**src/rtl/dst_track_pipe.sv**
```systemverilog
// dst_track_pipe
//
// Tracks the destination-register bookkeeping of a classic five-stage
// pipeline through the ID/EX, EX/MEM and MEM/WB stage registers. It also
// detects the load-use hazard that needs a one-cycle ID/IF hold.
//
// Ports
//   clk_i           clock; all state updates on the rising edge
//   rst_n_i         asynchronous active-low reset; clears every stage register
//   ID_RegRs_i      source register number of the instruction in ID
//   ID_RegRt_i      source register number of the instruction in ID
//   ID_RegRd_i      destination register number of the instruction in ID
//   ID_RegWr_i      the ID instruction writes a register
//   ID_MemRd_i      the ID instruction is a load
//   Flush_i         squash the instruction entering ID/EX
//   EX_ALUres_i     EX-stage result, captured into EX/MEM
//   MEM_RdData_i    data-memory read data, selected into MEM/WB for loads
//   IDEX_RegRs_o    Rs of the instruction in EX (registered)
//   IDEX_RegRt_o    Rt of the instruction in EX (registered)
//   EXMEM_RegRd_o   Rd of the instruction in MEM (registered)
//   EXMEM_RegWr_o   RegWr of the instruction in MEM (registered)
//   EXMEM_ALUres_o  ALU result of the instruction in MEM (registered)
//   MEMWB_RegRd_o   Rd of the instruction in WB (registered)
//   MEMWB_RegWr_o   RegWr of the instruction in WB (registered)
//   MEMWB_WrData_o  write-back data of the instruction in WB (registered)
//   Stall_o         combinational load-use hazard / ID-IF hold request
//   StallCnt_o      saturating count of stalled cycles; this port exists only
//                   when DST_TRACK_STALL_CNT_EN is defined
//
// Handshake: there is no valid/ready pairing here. Stall_o is a one-way hold
// request to the upstream stages. While it is high, ID/EX takes a bubble and
// upstream must present the same ID instruction again on the next cycle.
//
// Optional feature macro: DST_TRACK_STALL_CNT_EN
module dst_track_pipe (
  input  logic        clk_i,
  input  logic        rst_n_i,
  input  logic [4:0]  ID_RegRs_i,
  input  logic [4:0]  ID_RegRt_i,
  input  logic [4:0]  ID_RegRd_i,
  input  logic        ID_RegWr_i,
  input  logic        ID_MemRd_i,
  input  logic        Flush_i,
  input  logic [31:0] EX_ALUres_i,
  input  logic [31:0] MEM_RdData_i,
  output logic [4:0]  IDEX_RegRs_o,
  output logic [4:0]  IDEX_RegRt_o,
  output logic [4:0]  EXMEM_RegRd_o,
  output logic        EXMEM_RegWr_o,
  output logic [4:0]  MEMWB_RegRd_o,
  output logic        MEMWB_RegWr_o,
  output logic [31:0] EXMEM_ALUres_o,
  output logic [31:0] MEMWB_WrData_o,
  output logic        Stall_o
`ifdef DST_TRACK_STALL_CNT_EN
  ,
  output logic [15:0] StallCnt_o
`endif
);

  // ID/EX fields that are not visible on a port
  logic [4:0] idex_rd;
  logic       idex_regwr;
  logic       idex_memrd;
  // EX/MEM field that is not visible on a port
  logic       exmem_memrd;

  // A load in EX whose result an ID source needs cannot be forwarded in time.
  // A destination of r0 never creates a dependency.
  assign Stall_o = idex_memrd && idex_regwr && (idex_rd != 5'd0) &&
                   ((idex_rd == ID_RegRs_i) || (idex_rd == ID_RegRt_i));

  // ID/EX: flush or stall inserts a bubble. A write to r0 is dropped here,
  // so later stages never see it as a real write.
  always_ff @(posedge clk_i or negedge rst_n_i) begin
    if (!rst_n_i) begin
      IDEX_RegRs_o <= 5'd0;
      IDEX_RegRt_o <= 5'd0;
      idex_rd      <= 5'd0;
      idex_regwr   <= 1'b0;
      idex_memrd   <= 1'b0;
    end else if (Flush_i || Stall_o) begin
      IDEX_RegRs_o <= 5'd0;
      IDEX_RegRt_o <= 5'd0;
      idex_rd      <= 5'd0;
      idex_regwr   <= 1'b0;
      idex_memrd   <= 1'b0;
    end else begin
      IDEX_RegRs_o <= ID_RegRs_i;
      IDEX_RegRt_o <= ID_RegRt_i;
      idex_rd      <= ID_RegRd_i;
      idex_regwr   <= ID_RegWr_i && (ID_RegRd_i != 5'd0);
      idex_memrd   <= ID_MemRd_i;
    end
  end

  // EX/MEM and MEM/WB advance every cycle. Stall and flush act only on ID/EX.
  always_ff @(posedge clk_i or negedge rst_n_i) begin
    if (!rst_n_i) begin
      EXMEM_RegRd_o  <= 5'd0;
      EXMEM_RegWr_o  <= 1'b0;
      exmem_memrd    <= 1'b0;
      EXMEM_ALUres_o <= 32'd0;
      MEMWB_RegRd_o  <= 5'd0;
      MEMWB_RegWr_o  <= 1'b0;
      MEMWB_WrData_o <= 32'd0;
    end else begin
      EXMEM_RegRd_o  <= idex_rd;
      EXMEM_RegWr_o  <= idex_regwr;
      exmem_memrd    <= idex_memrd;
      EXMEM_ALUres_o <= EX_ALUres_i;
      MEMWB_RegRd_o  <= EXMEM_RegRd_o;
      MEMWB_RegWr_o  <= EXMEM_RegWr_o;
      MEMWB_WrData_o <= exmem_memrd ? MEM_RdData_i : EXMEM_ALUres_o;
    end
  end

`ifdef DST_TRACK_STALL_CNT_EN
  logic [15:0] stall_cnt;

  // Count every stalled edge, including those where a flush also wins.
  always_ff @(posedge clk_i or negedge rst_n_i) begin
    if (!rst_n_i) begin
      stall_cnt <= 16'd0;
    end else if (Stall_o && (stall_cnt != 16'hFFFF)) begin
      stall_cnt <= stall_cnt + 16'd1;
    end
  end

  assign StallCnt_o = stall_cnt;
`endif

endmodule

```
**config.mk**
```make
export PLATFORM = sky130hd
export DESIGN_NAME = dst_track_pipe
export DESIGN_NICKNAME = d
export VERILOG_FILES = /design/src/rtl/dst_track_pipe.sv
export SDC_FILE = /design/constraint.sdc
export NUM_CORES = 1
export LEC_CHECK = 0
export ABC_AREA = 0
export BUFFER_PORTS_ARGS = -buffer_cell sky130_fd_sc_hd__buf_2
export CORE_MARGIN = 10
export CORE_UTILIZATION = 30
export CTS_BUF_LIST = sky130_fd_sc_hd__clkbuf_8
export DETAILED_ROUTE_END_ITERATION = 12
export SLEW_MARGIN = 20
export SYNTH_ARGS = -nofsm -noshare
export SYNTH_HDL_FRONTEND = slang
export SYNTH_SLANG_ARGS = --single-unit
```
**constraint.sdc**
```tcl
create_clock -name clk_i -period 4.5 [get_ports clk_i]
set_input_delay 0.225 -clock clk_i [delete_from_list [all_inputs] [get_ports clk_i]]
set_output_delay 0.225 -clock clk_i [all_outputs]
set_load 0.1 [all_outputs]
```
# After elaboration in Yosys (flattened, before gate mapping)
# Index checks and enable logic that the tools add are counted.
[totals]
register_bits = 94
inputBits = 84
elab_cells = 28
[op_classes]
n_eq_ne = 2
mux = 6
reduce_logical = 8
[op_table]
columns = ["op", "n"]
rows = [
  ["$mux 32", 1],
  ["$mux 5", 3],
  ["$eq 5x5->1", 2],
  ["$reduce_bool 5->1", 2],
  ["$logic_and 1x1->1", 4],
  ["$logic_or 1x1->1", 2],
  ["$mux 1", 2],
]

# Longest topological paths before layout
[logic_depth]
ltp_word = 5
mapped_depth = 5

# Least setup slack after synthesis
# Ideal clock, no wire load.
[synth_timing]
path_type = "flip-flop to output port"
start = "register idex_rd[0]"
end = "output port Stall_o"
arrival_time_ps = 1557
required_ps = 4275
slack_ps = 2718
stages_incl_launch_ff = 5
path_buffers = 1
cell_sequence = "dfrtp_1 -> or3_1 -> o311a_1 -> buf_6 -> and2_2"
[synth_between]
elab_chain_cells = 3
[synth_rtl]
columns = ["element", "line", "source"]
rows = [
  ["start, declared", "62", "logic [4:0] idex_rd;"],
  ["start signal, assigned", "91", "idex_rd <= ID_RegRd_i;"],
  ["$eq 5x5->1 or $reduce_bool 5->1 (tied branches)", "71, 70", ""],
  ["$logic_or 1x1->1 or $logic_and 1x1->1 (tied branches)", "71, 70", ""],
  ["$logic_and 1x1->1 *", "70", "assign Stall_o = idex_memrd && idex_regwr && (idex_rd != 5'd0) &&"],
  ["end, declared", "54", "output logic Stall_o"],
]
# Every way passes the cells marked *; elsewhere a longest branch is shown, timed or not.

# Worst setup path in the final report
# Ends and elaborated chain as after synthesis.

==> results.md <==
* Total gr overflow at 0
* Area growth, synth to finish at 47.43%
* Slew Viols, Final at 0
* Filler cells at 965
* Final hold slack at between 0.09 and 0.1 ns
* Flop and latch count out of synthesis at between 90 and 100
* Gr usage total at 11.43%
* Cells after synthesis at 188
* Max Clk Rate at 0.3682 GHz
* Endpoint class of the critical path: primary output
* Maximum VDD drop at 0.1483 mV
* WL final at 8529 µm
* Largest net degree at the start of global routing at between 50 and 60
* DPL Wire Length at 6556 µm
* Post-DR vias/cell at ~4.1
* Setup CP Type: register to primary output
* Starting Density at between 30% and 40%
* Min-delay worst type: primary input to register
* Placed cell areas at 4094 µm²
* Dpl ws at 2.130 ns
* Vias at ~2200
* Post-CTS Setup Inserts at 0
* Ports at 171
* Worst skew pair latency at about 0.35 ns
* RSZ-0062 raised after global routing: no
* # rows at 37
* Power per cell area at 424.7 nW/µm²
* CTS Root Cell: clkbuf_8
* Commonest non-fill, non-tap cell in the layout: buf_2
* Relative slew slack at approximately 42%
* Final worst-path cycle share at 60.36%
* Worst-Margin Slew at 0.8695 ns
* Final Critical Period at 2.716 ns
* Ratio of cells with drive above 1 in the final layout at a little under three fifths
* Syn Nets at 272
* Drt initial violations at 168
* Fin. Hold Viols at 0
* Leakage at between 2 and 2.5 nW
* Routed length per instance at 15.97 µm
* CTS buffer count at 9
* Count of cell types in the netlist at 19
* Placer Congestion at 0.7831
* ANT cells at 0
* Detailed Routing Iterations Pass 1 at 4
* Crit path DAT at 2.49 ns
* Register area share after synthesis at between 70 and 80%
* First-pass GRT wire length at 13170 µm
* Placeable Area at 10230 µm²
* Final setup viols at 0
* CTS tree: done
* Setup Skew at 0.006324 ns
* Status: finished, final reports clean
* Clk buf depth at 2
* CP Max Fanout at 18
* Final instance area at about 4600 µm²
* Die W at around 120 µm
* Port Buffers at 170
* Crit start category: register
* Max Cap Viol at 0
* Count of antenna-violating nets left after detailed routing at 0
* Yosys warning count at 0
* Worst-path clk slew at about 0.080 ns
* Die area at 14840 µm²
* CP required at 4.28 ns
* Nets@finish at between 400 and 500
* Initial antenna violation count at 0
* Area of the mapped netlist at 3110 µm²
* CTS sink cnt at 94
* Most frequent cells in the layout: buf_2, dfrtp_1, dlygate4sd3_1, mux2_2, nand2_1
* DRC violation count after routing at 0
* Setup TNS at 0 ns
* Number of global-route vias before repair at 2427
* Chip height at 121.8 µm
* H-Tree Depth at 3
* Fin util at 44.82%
* Setup ws final at about 1.8 ns
* Syn Area/Cell at 16.55 µm²
[per-stage QoR]
stage               total power, W  cells
floorplan                 0.001336    188
global placement          0.001458    488
detailed placement        0.001462    488
CTS                       0.001982    534
global route              0.002041    534
finish                    0.001948    534
[power by group]
group	switching [W]	leakage, nW	internal [W]
combinational	0.000438	1.07	0.000109
sequential	0.0000215	1.13	0.000894
clock	0.000266	0.0869	0.000220
total	0.000725	2.29	0.00122
[kinds of logic (layout without fill, tap and decap cells)]
group,Yosys count,in the layout,share of synthesized area (%)
compound gates,20,20,4.907
xor+xnor,10,10,2.816
buf+inv,9,219,1.890
flops,94,94,75.62
mux,32,32,11.59
simple gates,23,23,3.178
[Yosys cell counts]
cell / n / area, µm²
dfrtp_1: 94 / 2352
mux2_2: 32 / 360.4
nand2_1: 18 / 67.56
a21oi_2: 10 / 87.58
xnor2_1: 10 / 87.58
a21oi_1: 7 / 35.03
buf_1: 3 / 11.26
clkbuf_1: 2 / 7.510
nand3_1: 2 / 10.01
and2_2: 1 / 7.510
buf_12: 1 / 20.02
buf_2: 1 / 5.000
buf_6: 1 / 11.26
clkinv_1: 1 / 3.750
o211ai_1: 1 / 7.510
o22ai_2: 1 / 12.51
o311a_1: 1 / 10.01
or3_1: 1 / 6.260
or4_1: 1 / 7.510
[registers in the layout (all words and copies together) (netlist names)]
| name | cells |
|---|---|
| EXMEM_ALUres_o | 32 |
| EXMEM_RegRd_o | 5 |
| EXMEM_RegWr_o | 1 |
| IDEX_RegRs_o | 5 |
| IDEX_RegRt_o | 5 |
| MEMWB_RegRd_o | 5 |
| MEMWB_RegWr_o | 1 |
| MEMWB_WrData_o | 32 |
| exmem_memrd | 1 |
| idex_memrd | 1 |
| idex_rd | 5 |
| idex_regwr | 1 |
[layout make-up]
type	instances	area [µm²]	area share [%]
timing repair buffer	205	1199	26.14
tap	136	170.2	3.711
inverter	1	3.754	0.08186
multi-input combinational	85	699.4	15.25
sequential	94	2352	51.30
clock inverter	2	10.01	0.2183
clock buffer	11	151.4	3.301
[critical path: stages (launching register included)]
cell	delay, ns
dfrtp_1	0.43
xnor2_1	0.18
nand3_1	0.10
o22ai_2	0.72
and2_2	0.28
buf_2	0.42
[final timing paths]
kind | start | endpoint | slack (ns) | depth (start not counted)
worst max-delay path | idex_rd[0] | Stall_o | 1.78 | 5
worst min-delay path | MEM_RdData_i[13] | MEMWB_WrData_o[13] | 0.1 | 2
worst max register to register | idex_rd[0] | IDEX_RegRs_o[4] | 2.75 | 3
worst min register to register | idex_memrd | exmem_memrd | 0.38 | 0
max in group asynchronous | rst_n_i | MEMWB_WrData_o[30] | 3.08 | 3
min in group asynchronous | rst_n_i | MEMWB_WrData_o[3] | 0.38 | 2
[routing by layer]
layer	GRT usage, %	up-vias	share of wire, %
met5	0	-	0
met4	5.291	0	2.3
met3	4.903	14	9.5
met2	18.20	99	49
met1	13.06	1059	39
li1	-	1040	-
[timing repair]
item	4_1_cts	5_1_grt
hold buffers	33	0
resized for setup	0	0
hold endpoints to repair	73	0
setup endpoints to repair	0	0
No activity file was read; power rests on OpenSTA's default activity.
